[config.mk]
export PLATFORM = sky130hd
export DESIGN_NAME = hard_mem_1rw_d512_w64_req_adapter
export DESIGN_NICKNAME = d
export VERILOG_FILES = /design/src/rtl/hard_mem_1rw_d512_w64_req_adapter_pkg.sv /design/src/rtl/hard_mem_1rw_resp_fifo.sv /design/src/rtl/hard_mem_1rw_d512_w64_req_adapter.sv
export SDC_FILE = /design/constraint.sdc
export NUM_CORES = 1
export LEC_CHECK = 0
export CAP_MARGIN = 20
export CORE_ASPECT_RATIO = 2
export CORE_UTILIZATION = 50
export CTS_CLUSTER_DIAMETER = 100
export DETAILED_ROUTE_END_ITERATION = 12
export PLACE_DENSITY_LB_ADDON = 0.1
export SETUP_SLACK_MARGIN = 0.4
export SLEW_MARGIN = 40
export SYNTH_ARGS = -nofsm -noshare
export SYNTH_HDL_FRONTEND = slang
export SYNTH_SLANG_ARGS = --single-unit
[constraint.sdc]
create_clock -name clk_i -period 5.2 [get_ports clk_i]
set_input_delay 1.04 -clock clk_i [delete_from_list [all_inputs] [get_ports clk_i]]
set_output_delay 1.04 -clock clk_i [all_outputs]
set_load 0.05 [all_outputs]
[src/rtl/hard_mem_1rw_d512_w64_req_adapter_pkg.sv]
// Shared defaults and request type for the 512x64 1RW memory request adapter.
package hard_mem_1rw_d512_w64_req_adapter_pkg;

  localparam int width_default_lp      = 64;
  localparam int els_default_lp        = 512;
  localparam int addr_width_default_lp = $clog2(els_default_lp);
  // Three entries cover the two-cycle request-to-response loop at one read per cycle.
  localparam int resp_els_default_lp   = 3;

  typedef struct packed {
    logic                             w;
    logic [addr_width_default_lp-1:0] addr;
    logic [width_default_lp-1:0]      data;
  } req_s;

endpackage

[src/rtl/hard_mem_1rw_resp_fifo.sv]
// Small 1r1w register FIFO holding captured read data until the consumer takes it.
// Pointers wrap modulo els_p so non-power-of-two depths work.
module hard_mem_1rw_resp_fifo
  import hard_mem_1rw_d512_w64_req_adapter_pkg::*;
#(
  parameter int width_p = width_default_lp,
  parameter int els_p   = resp_els_default_lp,
  localparam int ptr_w_lp = $clog2(els_p),
  localparam int cnt_w_lp = $clog2(els_p + 1)
) (
  input  logic                clk_i,
  input  logic                reset_i,
  input  logic                enq_v_i,
  input  logic [width_p-1:0]  enq_data_i,
  input  logic                deq_yumi_i,
  output logic                v_o,
  output logic [width_p-1:0]  data_o,
  output logic [cnt_w_lp-1:0] count_o
);

  localparam logic [ptr_w_lp-1:0] last_ptr_lp = ptr_w_lp'(els_p - 1);
  localparam logic [cnt_w_lp-1:0] full_cnt_lp = cnt_w_lp'(els_p);

  logic [width_p-1:0]  mem_r [els_p];
  logic [ptr_w_lp-1:0] rd_ptr_r;
  logic [ptr_w_lp-1:0] wr_ptr_r;
  logic [cnt_w_lp-1:0] count_r;
  logic                deq;

  function automatic logic [ptr_w_lp-1:0] ptr_inc(input logic [ptr_w_lp-1:0] p);
    return (p == last_ptr_lp) ? '0 : p + ptr_w_lp'(1);
  endfunction

  assign v_o     = (count_r != '0);
  assign data_o  = mem_r[rd_ptr_r];
  assign count_o = count_r;
  assign deq     = deq_yumi_i & v_o;

  // Storage; cleared on reset so data_o reads 0 while empty after reset.
  always_ff @(posedge clk_i) begin
    if (reset_i) begin
      for (int i = 0; i < els_p; i++) mem_r[i] <= '0;
    end else if (enq_v_i) begin
      mem_r[wr_ptr_r] <= enq_data_i;
    end
  end

  // Pointer and occupancy bookkeeping; enqueue+dequeue together leaves count unchanged.
  always_ff @(posedge clk_i) begin
    if (reset_i) begin
      rd_ptr_r <= '0;
      wr_ptr_r <= '0;
      count_r  <= '0;
    end else begin
      if (enq_v_i) wr_ptr_r <= ptr_inc(wr_ptr_r);
      if (deq)     rd_ptr_r <= ptr_inc(rd_ptr_r);
      case ({enq_v_i, deq})
        2'b10:   count_r <= count_r + cnt_w_lp'(1);
        2'b01:   count_r <= count_r - cnt_w_lp'(1);
        default: count_r <= count_r;
      endcase
    end
  end

  // Overflow guard: a push into a full FIFO is only legal alongside a pop.
  always_ff @(posedge clk_i) begin
    if (!reset_i) begin
      assert (!(enq_v_i && !deq && (count_r == full_cnt_lp)))
        else $error("resp_fifo overflow");
    end
  end

endmodule

[src/rtl/hard_mem_1rw_d512_w64_req_adapter.sv]
// Ready/valid front end for the 512x64 1RW hardened memory wrapper.
// Requests pass straight through to the wrapper pins; read data is captured the
// cycle after the access because the wrapper only holds data_o until the next access.
module hard_mem_1rw_d512_w64_req_adapter
  import hard_mem_1rw_d512_w64_req_adapter_pkg::*;
#(
  parameter int width_p    = width_default_lp,
  parameter int els_p      = els_default_lp,
  parameter int resp_els_p = resp_els_default_lp,
  localparam int addr_width_lp = $clog2(els_p)
) (
  input  logic                     clk_i,
  input  logic                     reset_i,
  input  logic                     v_i,
  input  logic                     w_i,
  input  logic [addr_width_lp-1:0] addr_i,
  input  logic [width_p-1:0]       data_i,
  output logic                     ready_o,
  output logic                     mem_v_o,
  output logic                     mem_w_o,
  output logic [addr_width_lp-1:0] mem_addr_o,
  output logic [width_p-1:0]       mem_data_o,
  input  logic [width_p-1:0]       mem_data_i,
  output logic                     v_o,
  output logic [width_p-1:0]       data_o,
  input  logic                     yumi_i
);

  localparam int cnt_w_lp = $clog2(resp_els_p + 1);
  localparam logic [cnt_w_lp-1:0] full_cnt_lp = cnt_w_lp'(resp_els_p);

  logic                inflight_r;
  logic [cnt_w_lp-1:0] count;
  logic [cnt_w_lp:0]   credit_used;

  // A slot is reserved for every read in the memory pipeline, so the FIFO can
  // never overflow even when the consumer stalls. Only registered state feeds ready_o.
  assign credit_used = {1'b0, count} + {{cnt_w_lp{1'b0}}, inflight_r};
  assign ready_o     = ~reset_i & (credit_used < {1'b0, full_cnt_lp});

  assign mem_v_o    = v_i & ready_o;
  assign mem_w_o    = w_i;
  assign mem_addr_o = addr_i;
  assign mem_data_o = data_i;

  // Tracks a read issued last cycle whose data is on mem_data_i now.
  always_ff @(posedge clk_i) begin
    if (reset_i) inflight_r <= 1'b0;
    else         inflight_r <= mem_v_o & ~mem_w_o;
  end

  hard_mem_1rw_resp_fifo #(
    .width_p (width_p),
    .els_p   (resp_els_p)
  ) resp_fifo (
    .clk_i      (clk_i),
    .reset_i    (reset_i),
    .enq_v_i    (inflight_r),
    .enq_data_i (mem_data_i),
    .deq_yumi_i (yumi_i),
    .v_o        (v_o),
    .data_o     (data_o),
    .count_o    (count)
  );

  // Protocol checks on the consumer handshake and on the credit scheme.
  always_ff @(posedge clk_i) begin
    if (!reset_i) begin
      assert (!(yumi_i && !v_o))
        else $error("yumi_i asserted with no valid response");
      assert (!(inflight_r && (count == full_cnt_lp)))
        else $error("read capture with response FIFO full");
    end
  end

endmodule
### Yosys cells after proc, flatten, opt, wreduce, memory -nomap -nowiden

Memories as Yosys holds them, arrays and structs flattened. A register that Yosys moved wholly into a read port is not among the register bits.
Cells that the tools add are included.

| operators by class | value |
|---|---|
| add/subtract/negate cells | 5 |
| muxes and demuxes | 13 |
| $lt $le $gt $ge | 1 |
| reduce and logical (&&, ||, !) cells | 3 |
| bitwise logic cells | 6 |
| equal/unequal tests | 4 |

Operators with widths:

| kind | number |
|---|---|
| $mux W64 | 1 |
| $reduce_or A64 Y1 | 1 |
| $mux W2 | 5 |
| $add A2 B1 Y2 const B | 3 |
| $eq A2 B2 Y1 const B | 3 |
| $mux W1 | 6 |
| $and A1 B1 Y1 | 4 |
| $pmux W2 S2 | 1 |
| $reduce_bool A2 Y1 | 2 |
| $add A2 B1 Y3 | 1 |
| $lt A3 B2 Y1 const B | 1 |
| $eq A2 B1 Y1 const B | 1 |
| $not A1 Y1 | 2 |
| $sub A2 B1 Y2 const B | 1 |

| word-level totals | value |
|---|---|
| word-level logic and storage cells | 37 |
| output and inout port bits | 141 |
| bits in writable memories | 192 |
| memories | 1 |
| register bits | 7 |
| input bits | 142 |

Memories:

| name | words | width | read ports | clocked after memory_dff | wr ports | RTL line | RTL |
|---|---|---|---|---|---|---|---|
| resp_fifo.mem_r | 3 | 64 | 1 | 1 | 3 | hard_mem_1rw_resp_fifo.sv:24 | `logic [width_p-1:0] mem_r [els_p];` |

### Logic depth before layout (Yosys ltp)

Gate-level depths: netlist (run 1).

| logic depth | value |
|---|---|
| depth after elaboration | 5 |
| gate-level depth with buffers | 6 |
| gate-level depth less buffers | 6 |

### Cells and area by module

Synthesis (run 1) repeated with hierarchy kept, for this count alone.

| second synthesis, totals | value |
|---|---|
| cells, all modules | 666 |
| area, all modules | 11554.8 um2 |

By module, submodules not included:

| module | area each (um2) | times used | cells each | seq. area each (um2) |
|---|---|---|---|---|
| hard_mem_1rw_resp_fifo | 10925.5 | 1 | 586 | 7847.5 |
| hard_mem_1rw_d512_w64_req_adapter | 629.4 | 1 | 80 | 20.0 |

### Least setup slack after synthesis (run 1)

No wires, ideal clock.

| path | value |
|---|---|
| kind | input port to flip-flop |
| from | input port reset_i |
| to | memory resp_fifo.mem_r[3][0] in the netlist's numbering, enable pin |
| data arrival time | 3.923 ns |
| setup slack | 0.791 ns |
| setup time | 0.486 ns |
| path buffers | 0 |
| data required time | 4.714 ns |
| stages | 2 |
| cell sequence | nand2b_2 > nor2_1 |

RTL lines:

| element | RTL line | RTL |
|---|---|---|
| start: declaration | hard_mem_1rw_d512_w64_req_adapter.sv:13 | `input logic reset_i,` |
| end: declaration | hard_mem_1rw_resp_fifo.sv:24 |  |

### Worst setup path in the final report (run 1)

| path | value |
|---|---|
| from | input port reset_i |
| to | output port mem_v_o |

| between the ends | value |
|---|---|
| longest elaborated chain between the ends | 3 |

RTL lines:

| element | RTL line | RTL |
|---|---|---|
| $not A1 Y1 | hard_mem_1rw_d512_w64_req_adapter.sv:39 | `assign ready_o = ~reset_i & (credit_used < {1'b0, full_cnt_lp});` |
| $and A1 B1 Y1 | hard_mem_1rw_d512_w64_req_adapter.sv:39 |  |
| $and A1 B1 Y1 | hard_mem_1rw_d512_w64_req_adapter.sv:41 | `assign mem_v_o = v_i & ready_o;` |
| end: declaration | hard_mem_1rw_d512_w64_req_adapter.sv:19 | `output logic mem_v_o,` |

Every way passes these cells.

==> results of run 1 <==
## Yosys cell counts (4+ instances only)
cell | number | share of area, %
and2_2 | 38 | 2.4
mux4_1 | 12 | 2.7
buf_4 | 74 | 4.8
edfxtp_1 | 256 | 66
dfxtp_1 | 9 | 1.5
buf_2 | 7 | 0.30
clkbuf_2 | 19 | 0.82
a21oi_1 | 4 | 0.17
buf_6 | 7 | 0.68
mux4_2 | 52 | 10
and2_1 | 155 | 8.3
## critical path, delay by kind of cell
family	cells	cell delay, ps
buffers and inverters	2	1530
AND/OR/NAND/NOR	1	190
AO/OA/AOI/OAI	1	320
## routing by layer
metal | wire length (um) | part of all wire [%]
met1 | 8850 | 36
met2 | 13500 | 55
met3 | 1590 | 6.5
met4 | 625 | 2.5
met5 | 0 | 0
## cells by family after synthesis
kind of cell / Yosys count / synth area share [%]
flip-flops: 265 / 67.5
AND/OR/NAND/NOR: 212 / 12.0
buffers and inverters: 110 / 6.66
multiplexers: 65 / 12.9
AO/OA/AOI/OAI: 9 / 0.494
adder cells (fa/ha/maj): 3 / 0.322
XOR/XNOR: 2 / 0.150
## final timing paths
kind              slack (ps)  cells past startpoint                                   end
hold / removal           480                      2                                  flop
setup / recovery        1080                      4                               mem_v_o
hold reg to reg          480                      2                                  flop
setup reg to reg        3040                      4  resp_fifo.mem_r[2][27]$_SDFFCE_PN0P_
## registers in the layout, indices dropped and copies added (netlist names), named ones only
register	cells
resp_fifo.count_o	2
resp_fifo.rd_ptr_r	2
resp_fifo.wr_ptr_r	2
resp_fifo.mem_r	256
inflight_r	1
## final cells by class
type / count / area (sq um)
Fill cell: 1742 / 9130
Sequential cell: 265 / 7880
Multi-Input combinational cell: 291 / 3040
Timing Repair Buffer: 153 / 1560
Clock buffer: 30 / 632
Tap cell: 280 / 350
Clock inverter: 11 / 130
Inverter: 3 / 11.3
Antenna cell: 2 / 5.00
## placed cells by master (no fill, tap or decap), types with 4 or more instances in the layout
master and n:
clkdlybuf4s50_1 136, clkbuf_16 23, clkbuf_1 4, and2_1 155, clkinv_2 5, a21oi_1 4
buf_12 5, edfxtp_1 256, mux4_1 12, buf_4 9, and2_2 38, dfxtp_1 7
mux4_2 52
## power by group
group / switching [mW] / internal (mW) / leakage (nW)
clock: 0.731 / 1.01 / 0.375
sequential: 0.0421 / 2.41 / 2.64
combinational: 0.435 / 0.304 / 1.74
total: 1.21 / 3.72 / 4.76
## stage by stage
| step | cells | util, % | worst slack [ps] |
|---|---|---|---|
| global route | 1035 | 59.9 | 1010 |
| detailed placement | 992 | 56.5 | 1080 |
| CTS | 1033 | 59.8 | 1080 |
| global placement | 988 | 56.2 | 1150 |
| floorplan | 666 | - | 791 |
| finish | 1035 | 59.9 | 1080 |
==> metrics, run 1 <==
RSZ-0062 raised after global routing=no; CTS sink count=265; first-pass GRT wire length=37100 um; CP required=4160 ps; routability congestion estimate from global placement=0.715; Pwr Total=4.93 mW; Die Ht=218 um; Clock Path Buffers=3; synthesized flop and latch total=265; DP Area=0.0128 sq mm; critical path's slowest cell=clkdlybuf4s50_1; min cycle time layout=4120 ps; CTS-repair resized insts=0; Worst-path clk slew=70 ps; post-route cell area=0.0136 sq mm; # DRC=0; Setup violations, final=0; Synth warnings=0; Avg WL per Cell=23.7 um; Area Growth Syn to Fin=16.8%; number of synthesized flops with an enable pin=256; Main synth FF type=edfxtp_1; critical path class=input pin to output pin; initial core utilization=51.2%; Tot GR Track Use=21.5%; Routed Antenna Nets=0; crit-path max cell delay=810 ps; Final Max Tran Viols=0; clk_lat worst skew=510 ps; syn_nets=811; pin count of the biggest net entering global routing=65; CTS tree=built; Max-slew headroom=46.4%; setup bufs post-CTS=0; HPWL after detailed placement=15000 um; Hold WC Path Type=flop to flop; Buffers on Ports=136; WP data arrival=3080 ps; mean post-synth cell area=17.5 sq um; status=finished, final reports clean; Max Freq=0.243 GHz; GRT met1 Usage=23.6%; met2 usage=38.6%; DR iter-0 viols=240; period utilization=79.2%; share of post-route cells with drive strength above 1=21.0%; Die Wd=110 um; skew final=8.43 ps; Post-Synthesis Cells=666; Reg2Reg Launch Point=resp_fifo.wr_ptr_r[1]$_SDFFE_PP0P_; initial antenna violation count=2; DR vias/cell=5.56; register area share after synthesis=67.5%; setup_tns=0 ps; GRT Max-Usage Layer=met2; Critical Path Start=reset_i; VDD IR max=0.328 mV; num ports=283; core area=0.0227 sq mm; Critical Path, Cell by Cell=clkdlybuf4s50_1 > a211oi_2 > and2_1 > clkdlybuf4s50_1; grt met3 use=5.53%; worst-margin pin slew=802 ps; Worst Hold Slack=481 ps; H-tree levels=1; # rows=78; Max Cap Viol=0; Num CTS Buffers=23; Async SR Flop Fraction=0%; routed via count=5756; TritonRoute pass-1 iters=4; CTS Root Cell=clkbuf_16; gr ovfl total=0; min-delay src=resp_fifo.rd_ptr_r[0]$_SDFFE_PP0P_; Leakage=4.76 nW; CP endpoint kind=output pin; number of global-route vias before repair=6520; pwr dens=362 mW/mm^2; hold_buf cts=0; final hold violations=0; crit path launch type=input pin; Worst Path Max Fanout=13; CP most frequent cell=clkdlybuf4s50_1; final WL=24500 um; Unique masters post-synth=32; nets=882; Mapped Area=0.0116 sq mm; Die ar.=0.0240 sq mm
Note: power is estimated with default switching activity, not from simulation.
==> run 2: changes to the inputs <==
Settings changed: CORE_UTILIZATION 50 to 45.
Clock period 5.2 ns to 3.6 ns, I/O delays scaled along.
==> run 2 against run 1 <==
Wire length is 3.6% higher. Via count is 0.47% higher. Critical path type is now flop to output pin. Total power is 42% higher. Largest cell class unchanged. Global-route usage is 1.5 points lower. Highest routed layer unchanged.
==> metrics, run 2 (synthesis results as in run 1) <==
status=finished, final reports clean; CTS tree=built; pwr dens=515 mW/mm^2; Die ar.=0.0266 sq mm; first-pass GRT wire length=38300 um; Buffers on Ports=136; Num CTS Buffers=24; WP buf/inv=2; Tot GR Track Use=19.9%; Core Util, Final=53.3%; CP required=2880 ps; HPWL after detailed placement=15600 um; crit path launch type=flop; CP endpoint kind=output pin; clk_lat worst skew=530 ps; CTS sink count=265; min cycle time layout=3000 ps; share of post-route cells with drive strength above 1=20.7%; routed via count=5783; # rows=83; Max-slew headroom=47.4%; TritonRoute pass-1 iters=7; final hold violations=0; skew final=14.4 ps; Final Max Tran Viols=0; WP data arrival=2280 ps; Max Cap Viol=0; Max Freq=0.333 GHz; Routed Antenna Nets=0; core area=0.0255 sq mm; Area Growth Syn to Fin=17.0%; Die Wd=116 um; VDD IR max=0.378 mV; filler cell count=2171; Worst Path Max Fanout=34; # DRC=0; DP Area=0.0130 sq mm; DR vias/cell=5.27; num ports=283; Avg WL per Cell=23.2 um; worst-margin pin slew=787 ps; Worst-path clk slew=60 ps; Largest Register=resp_fifo.mem_r; Critical Path, Cell by Cell=buf_12 > mux4_1 > dlygate4sd2_1; Die Ht=230 um; nets=885; final WL=25400 um; cell family with the largest share of critical-path delay=buffers and inverters; Setup violations, final=0; critical path's slowest cell=mux4_1; max reg flops=256; pin count of the biggest net entering global routing=51; H-tree levels=1; number of global-route vias before repair=6463; critical path class=flop to output pin; commonest non-fill, non-tap cell in the layout=edfxtp_1; DR iter-0 viols=407; most frequent cells in the layout=edfxtp_1, and2_1, clkdlybuf4s50_1; setup_tns=0 ps; initial antenna violation count=0; Leakage=4.93 nW; period utilization=83.4%; post-route cell area=0.0136 sq mm; gr ovfl total=0; Hold WC Path Type=flop to flop; ant diodes=0; Clock Path Buffers=3; routability congestion estimate from global placement=0.715; hold_buf cts=0; crit-path max cell delay=630 ps; RSZ-0062 raised after global routing=no; CTS Root Cell=clkbuf_16; initial core utilization=45.6%
==> run 2: metal layers <==
metal  global-route usage [%]  wire, um  vias to the layer above  part of all wire (%)
met2                     37.8     14300                      196                    56
met4                     8.45       864                        0                   3.4
li1                         -         -                     2554                     -
met1                     20.3      8770                     2944                    34
met3                     4.31      1450                       89                   5.7
met5                        0         0                        -                     0
==> run 2: through the flow <==
step           power, mW  hold WS (ps)  setup slack (ps)  std cells
3_3_place_gp        4.69           464               561       1051
2_1_floorplan       4.53           455               585        666
4_1_cts             7.10           489               538       1098
3_5_place_dp        4.71           477               506       1054
5_1_grt             7.25           525               518       1098
6_report            7.02           488               597       1098
==> run 2: timing repair <==
item / CTS / global route
setup endpoints to repair: 65 / 0
setup buffers: 0 / 0
gates resized for setup: 65 / 0
==> run 2: layout make-up <==
cell class              count  area, sq um  share of cell area [%]
inverters                   3         11.3                  0.0826
clock buffers              34          669                    4.91
well taps                 340          425                    3.12
multi-input cells         291         3040                    22.3
clock inverters            10         73.8                   0.542
repair buffers            155         1530                    11.2
flip-flops and latches    265         7880                    57.8
==> run 2: power breakdown <==
| part | internal [mW] | switching, mW |
|---|---|---|
| registers | 3.48 | 0.0378 |
| logic | 0.385 | 0.650 |
| clock network | 1.37 | 1.10 |
| total | 5.23 | 1.78 |
==> run 2: worst paths after layout <==
path | cells past startpoint | slack [ps] | endpoint | from
max | 3 | 600 | data_o[12] | flop
min | 2 | 490 | flop | resp_fifo.rd_ptr_r[1]$_SDFFE_PP0P_
max reg2reg | 4 | 1440 | resp_fifo.mem_r[2][25]$_SDFFCE_PN0P_ | resp_fifo.wr_ptr_r[1]$_SDFFE_PP0P_
min reg2reg | 2 | 490 | flop | resp_fifo.rd_ptr_r[1]$_SDFFE_PP0P_
==> run 2: tightest hold or removal path, stage by stage, from the launching register on <==
cell and delay [ps]:
dfxtp_1 320, nand2_1 50, a21oi_1 70
